**src/rtl/spi_clk_pkg.sv**
```systemverilog
// Shared definitions for the SPI clock generator.
// Contents:
//   sck_state_t  - state of the gated serial clock controller (IDLE/RUN/STOP)
//   DEF_*_HALF   - default half-period lengths in clk50M cycles
//   cnt_width()  - counter width needed for a given half-period length
package spi_clk_pkg;

    typedef enum logic [1:0] {
        IDLE = 2'd0,
        RUN  = 2'd1,
        STOP = 2'd2
    } sck_state_t;

    localparam int DEF_CLK_HALF = 1;   // 25 MHz from 50 MHz
    localparam int DEF_SCK_HALF = 2;   // 12.5 MHz from 50 MHz

    // A counter spanning 0..half-1 needs at least one bit, even when half is 1.
    function automatic int cnt_width(input int half);
        return (half > 1) ? $clog2(half) : 1;
    endfunction

endpackage

```
**src/rtl/clk_div_half.sv**
```systemverilog
// Half-period counter with a toggling phase output.
// Ports:
//   clk50M   in   source clock, rising-edge logic
//   rst_n    in   asynchronous active-low reset (counter and phase to 0)
//   cnt_en   in   advance the counter this cycle
//   cnt_clr  in   force the counter to 0 (takes priority over cnt_en)
//   wrap     out  high in the cycle the counter sits on its last value while
//                 enabled, i.e. the edge that will toggle phase
//   phase    out  registered phase bit, toggles once every HALF enabled cycles
module clk_div_half
    import spi_clk_pkg::*;
#(
    parameter int HALF = 1              // must be >= 1
) (
    input  logic clk50M,
    input  logic rst_n,
    input  logic cnt_en,
    input  logic cnt_clr,
    output logic wrap,
    output logic phase
);

    localparam int              CW   = cnt_width(HALF);
    localparam logic [CW-1:0]   LAST = CW'(HALF - 1);

    logic [CW-1:0] cnt;

    assign wrap = cnt_en && !cnt_clr && (cnt == LAST);

    always_ff @(posedge clk50M or negedge rst_n) begin
        if (!rst_n) begin
            cnt   <= '0;
            phase <= 1'b0;
        end else if (cnt_clr) begin
            cnt   <= '0;
        end else if (cnt_en) begin
            if (cnt == LAST) begin
                cnt   <= '0;
                phase <= ~phase;
            end else begin
                cnt   <= cnt + CW'(1);
            end
        end
    end

endmodule

```
**src/rtl/spi_clk_gen.sv**
```systemverilog
// SPI clock generator: free-running divided system clock plus a gated SPI
// serial clock with glitch-free start and stop.
// Ports:
//   clk50M     in   50 MHz board clock, all logic on its rising edge
//   rst_n      in   asynchronous active-low reset
//   enable     in   request for sck to run, sampled on clk50M rising edge
//   clk        out  free-running clock, half-period CLK_HALF clk50M cycles
//   sck        out  gated SPI clock, half-period SCK_HALF cycles, idles at CPOL
//   sck_lead   out  registered strobe in the cycle sck leaves CPOL
//   sck_trail  out  registered strobe in the cycle sck returns to CPOL
module spi_clk_gen
    import spi_clk_pkg::*;
#(
    parameter int CLK_HALF = DEF_CLK_HALF,  // must be >= 1
    parameter int SCK_HALF = DEF_SCK_HALF,  // must be >= 1
    parameter bit CPOL     = 1'b0
) (
    input  logic clk50M,
    input  logic rst_n,
    input  logic enable,
    output logic clk,
    output logic sck,
    output logic sck_lead,
    output logic sck_trail
);

    sck_state_t state;

    logic clk_phase;
    logic clk_wrap_unused;
    logic sck_run;
    logic sck_wrap;
    logic sck_phase;
    logic sck_phase_nxt;

    // System clock divider: always counting, never cleared.
    clk_div_half #(
        .HALF    (CLK_HALF)
    ) u_clk_div (
        .clk50M  (clk50M),
        .rst_n   (rst_n),
        .cnt_en  (1'b1),
        .cnt_clr (1'b0),
        .wrap    (clk_wrap_unused),
        .phase   (clk_phase)
    );

    // Serial clock divider: held at 0 in IDLE so every start begins a fresh
    // full half-period. STOP is only ever occupied with the phase away from
    // idle, so any toggle there is the one that brings sck back to CPOL.
    assign sck_run = (state != IDLE);

    clk_div_half #(
        .HALF    (SCK_HALF)
    ) u_sck_div (
        .clk50M  (clk50M),
        .rst_n   (rst_n),
        .cnt_en  (sck_run),
        .cnt_clr (!sck_run),
        .wrap    (sck_wrap),
        .phase   (sck_phase)
    );

    assign sck_phase_nxt = sck_phase ^ sck_wrap;

    assign clk = clk_phase;
    // Phase resets to 0 asynchronously, so sck snaps to CPOL on reset.
    assign sck = CPOL ^ sck_phase;

    always_ff @(posedge clk50M or negedge rst_n) begin
        if (!rst_n) begin
            state     <= IDLE;
            sck_lead  <= 1'b0;
            sck_trail <= 1'b0;
        end else begin
            // Strobes land on the same edge as the phase toggle they describe.
            sck_lead  <= sck_wrap && !sck_phase;
            sck_trail <= sck_wrap &&  sck_phase;

            case (state)
                IDLE: begin
                    if (enable)
                        state <= RUN;
                end
                RUN: begin
                    // Stopping with sck already back at idle needs no further
                    // toggle; otherwise finish the active half-period in STOP.
                    if (!enable)
                        state <= sck_phase_nxt ? STOP : IDLE;
                end
                STOP: begin
                    if (enable)
                        state <= RUN;
                    else if (!sck_phase_nxt)
                        state <= IDLE;
                end
                default: state <= IDLE;
            endcase
        end
    end

endmodule

```
**config.mk**
```make
export PLATFORM = sky130hd
export DESIGN_NAME = spi_clk_gen
export DESIGN_NICKNAME = d
export VERILOG_FILES = /design/src/rtl/spi_clk_pkg.sv /design/src/rtl/clk_div_half.sv /design/src/rtl/spi_clk_gen.sv
export SDC_FILE = /design/constraint.sdc
export NUM_CORES = 1
export LEC_CHECK = 0
export ABC_AREA = 1
export CAP_MARGIN = 20
export CORE_AREA = 2 2 39 41
export CTS_BUF_LIST = sky130_fd_sc_hd__clkbuf_16
export DETAILED_ROUTE_END_ITERATION = 7
export DIE_AREA = 0 0 41 43
export GPL_TIMING_DRIVEN = 0
export SLEW_MARGIN = 20
export SYNTH_ARGS = -nofsm -noshare
export SYNTH_HDL_FRONTEND = slang
export SYNTH_SLANG_ARGS = --single-unit
```
**constraint.sdc**
```tcl
create_clock -name clk50M -period 2.6 [get_ports clk50M]
set_input_delay 0.26 -clock clk50M [delete_from_list [all_inputs] [get_ports clk50M]]
set_output_delay 0.26 -clock clk50M [all_outputs]
set_load 0.02 [all_outputs]
```
; Word level (Yosys, flattened, before mapping)
; Cells that the tools add are included.
[totals]
wordCells = 34
regBits = 8
inputBits = 3
out_inout_bits = 4
[classes]
reduce_logical = 8
bitwise_logic = 3
n_mux = 9
addsub = 2
eq_ne = 5
[ops]
columns = op, count
row1 = $mux 2, 5
row2 = $pmux 2 s3, 1
row3 = $ne 2x2->1 const B, 2
row4 = $logic_and 1x1->1, 3
row5 = $mux 1, 3
row6 = $ne 3x3->1 const B, 1
row7 = $reduce_and 3->1, 1
row8 = $add 1x1->1 const B, 2
row9 = $eq 2x1->1 const B, 1
row10 = $eq 2x2->1 const B, 1
row11 = $logic_not 2->1, 1
row12 = $not 1->1, 2
row13 = $reduce_and 2->1, 1
row14 = $reduce_bool 2->1, 1
row15 = $logic_not 1->1, 1
row16 = $xor 1x1->1, 1

; Depth between registers and ports, before layout
[depth]
depth_word = 6
depth_mapped = 4
depth_no_buf = 4

; Modules after synthesis
; Synthesis repeated with hierarchy kept, for this count alone.
[hier_totals]
hier_cells = 37
area_unflattened_um2 = 315.3
[modules_own_cells]
columns = module, seq_area_each_um2, n_inst, area_per_inst_um2, cells_per_inst
row1 = spi_clk_gen, 100.1, 1, 165.2, 16
row2 = clk_div_half at u_sck_div, 50.0, 1, 95.1, 13
row3 = clk_div_half at u_clk_div, 25.0, 1, 55.1, 8

; Worst setup path after synthesis
; Ideal clock, no wire load.
[synth_timing]
path_type = register to register
start = register state[0]
end = register state[1]
n_path_buf = 0
synth_period_minus_slack_ns = 1.137
setup_slack_ns = 1.463
path_stages_with_launch = 5
t_arrival_ns = 1.056
path_cell_list = dfrtp_1 -> o21ai_1 -> inv_1 -> ha_1 -> nor3_2
[synth_between]
elab_chain_len = 6
word_cells_on_any_way = 13
cone_classes = eq/ne (5) / mux (3) / bitwise (1) / reduce/logical (4)
[synth_rtl]
columns = element, line
row1 = from (decl), spi_clk_gen.sv:27  ; sck_state_t state;
row2 = from (signal assigned), spi_clk_gen.sv:89  ; state <= sck_phase_nxt ? STOP : IDLE;
row3 = $reduce_bool 2->1 (*), spi_clk_gen.sv:51  ; assign sck_run = (state != IDLE);
row4 = $logic_and 1x1->1 (*), clk_div_half.sv:28  ; assign wrap = cnt_en && !cnt_clr && (cnt == LAST);
row5 = net sck_wrap, spi_clk_gen.sv:32  ; logic sck_wrap;
row6 = $xor 1x1->1 (*), spi_clk_gen.sv:64  ; assign sck_phase_nxt = sck_phase ^ sck_wrap;
row7 = $mux 2, spi_clk_gen.sv:89
row8 = $mux 2, spi_clk_gen.sv:88  ; if (!enable)
row9 = $pmux 2 s3, spi_clk_gen.sv:80  ; case (state)
; Mark *: on every way through the listed nets, which the timed path passes. The rest lies on a longest branch. The select of a mux whose other input is x is not followed.
; A chain may end at the register's enable or synchronous reset.

; Worst setup path after layout
[layout_timing]
start = register u_sck_div.phase
end = output sck
[layout_lines]
columns = element, line
row1 = from (decl), clk_div_half.sv:20  ; output logic phase
row2 = from (signal assigned), clk_div_half.sv:39  ; phase <= ~phase;
row3 = to (decl), spi_clk_gen.sv:22  ; output logic sck,
; No word-level cell between the ends.

==> metrics.yaml <==
status: "finished clean"
tightest_slew_ps: 331.6
required_ps: 2340
p_comb_frac: 0.198
setup_viol: 0
portBuffers: 6
path_cells: "clkdlybuf4s50_1"
cp.buffers_inverters: 1
fmaxAchievable_mhz: 666.7
grt_pass1_vias: 195
drv_cap: 0
first_pass_iters: 1
postCtsSetupBuffers: 0
cp_top_family: "buffers and inverters"
dp_hpwl_um: 342.1
die_w_um: 41
cellPowerDensity_nw_per_um2: 1189
worstSetupPathType: "reg -> out"
crit_path_top_delay_cell: "clkdlybuf4s50_1"
avgViaCountPerCell: 3.904
syn2layout_area_growth_pct: 57.47
drc: 0
ff2ff_setup_slack_ps: 1370
hold_violations: 0
cts-root-buf: "clkbuf_16"
cts_buffers: 3
fin_ws_ps: 1100
drtIter0Drc: 0
critPathMaxStageDelay_ps: 620
ir_drop_uv: 332.5
worst_hold_slack_ps: 299.0
clk_pin_slew_worst_paths_ps: 40
grt_max_degree: 8
hp-class: "in -> async"
clkPwrFrac: 0.495
ys_warn_count: 0
fin_skew_ps: 1.550
wl_per_cell_um: 8.942
synth_area_um2: 276.5
slew_headroom: 0.7782
yosysUniqueCellTypes: 12
arrival_ps: 1240
coreArea_um2: 1384
core.rowCount: 14
pre_cts_ws_ps: 1344
drv_slew: 0
leakage_nw: 0.2251
routabilityCongestion: 0.6899
cts_tree: "yes"
synth_top_cells_by_area: "dfrtp_1, ha_1, nand2_1, inv_1, nor3_2"
cts_max_path_buffers: 2
yosysTopAreaCell: "dfrtp_1"
cts_max_level: 1
ys_seq_elements: 7
ctsHoldBuffers: 0
grt_overflow_total: 0
avgSynthCellArea_um2: 10.64
grt_pass1_wl_um: 786
path_max_fanout: 4
dieArea_um2: 1763
p_int_mw: 0.3833
period_needed_ps: 1500
synth_ff_type: "dfrtp_1"
reg2reg_to: "state[1]$_DFFE_PN0P_"
globalRouteTotalUtil: 0.07654
seqPwrFrac: 0.307
synth_cells: 26
switching_share: 0.2596
start_kind: "register"
syn-num-nets: 31
clock-sinks: 7
dpl_cell_area_um2: 356.6
rsz0062_at_grt: "no"
synth_top_area_frac: 0.6335
synth_edf_count: 0
drive_above_1_share: 0.1667
ant_nets: 0
synth-seq-area-share: 0.6335
yosysMostFrequentCell: "dfrtp_1"
fin_nets: 42
n_antenna_cell: 0
ios: 7
antenna_found_initial: 0
insertion_delay_ps: 230
final.setup.tns_ps: 0
initial_core_util: 0.1998
p_sw_mw: 0.1344
cts_resized: 0
total_power_mw: 0.5177
ff2ff_path_depth: 4
wirelength_um: 465
finish.instance_area_um2: 435.4
synth.top_cells.by_count: "dfrtp_1, nand2_1, inv_1, ha_1"
r2r-start: "state[0]$_DFFE_PN0P_"
post-route-period-util: 0.5769
vias: 203
endpoint_kind: "output pin"
synthArstFlopShare: 1.000
die_y_um: 43
metrics by stage:
step,cells,util
6_report,52,0.3146
5_1_grt,52,0.3146
4_1_cts,52,0.3146
3_5_place_dp,48,0.2577
3_3_place_gp,48,0.2577
2_1_floorplan,26,-
final cells by class:
cell class              count  area (um2)
fillers                   157       948.4
flip-flops and latches      7       175.2
multi-input cells          13       78.83
clock buffers               3       75.07
repair buffers              6       60.06
inverters                   6       22.52
well taps                  16       20.02
clock inverters             1       3.754
power by group through the flow:
stage,sequential (mW),combinational (mW),clock [mW]
floorplan,0.174,0.0435,0
global placement,0.159,0.102,0
detailed placement,0.160,0.103,0
CTS,0.159,0.104,0.263
global route,0.164,0.114,0.270
finish,0.159,0.102,0.256
state kept, by name, summed over array words and instances, names as in the netlist:
name	count
u_sck_div.phase	1
sck_lead	1
state	2
sck_trail	1
u_clk_div.phase	1
u_sck_div.cnt	1
layer usage:
layer	track usage	vias to the layer above	routed length (um)
li1	-	100	-
met1	0.08117	96	191
met2	0.09375	7	234
met3	0.04712	0	39
met4	0.08000	0	0
met5	0	-	0
how the worst max path moves through the flow:
stage	start	end	slack, ps	cells after the start
after floorplan	state[0]$_DFFE_PN0P_	state[1]$_DFFE_PN0P_	1460	4
after global placement	u_sck_div.phase$_DFFE_PN0P_	sck	1360	1
after detailed placement	u_sck_div.phase$_DFFE_PN0P_	sck	1340	1
after CTS	u_sck_div.phase$_DFFE_PN0P_	sck	1090	1
after global routing	u_sck_div.phase$_DFFE_PN0P_	sck	1060	1
final	u_sck_div.phase$_DFFE_PN0P_	sck	1100	1
cell usage in the layout (no fill, tap or decap), drive strengths merged:
cell type      count
nor3               1
inv                6
nor2               2
clkdlybuf4s50      6
nand3              1
o21ai              1
clkbuf             3
ha                 2
dfrtp              7
clkinv             1
nand2              5
a21oi              1
logic make-up (layout without fill, tap and decap cells):
kind of cell / count (synthesis) / after routing / synth area share
buffers and inverters: 6 / 16 / 0.08141
AND/OR/NAND/NOR: 9 / 9 / 0.1584
AO/OA/AOI/OAI: 2 / 2 / 0.03616
flip-flops: 7 / 7 / 0.6335
adder cells (fa/ha/maj): 2 / 2 / 0.09048
No activity file was read; power rests on OpenSTA's default activity.
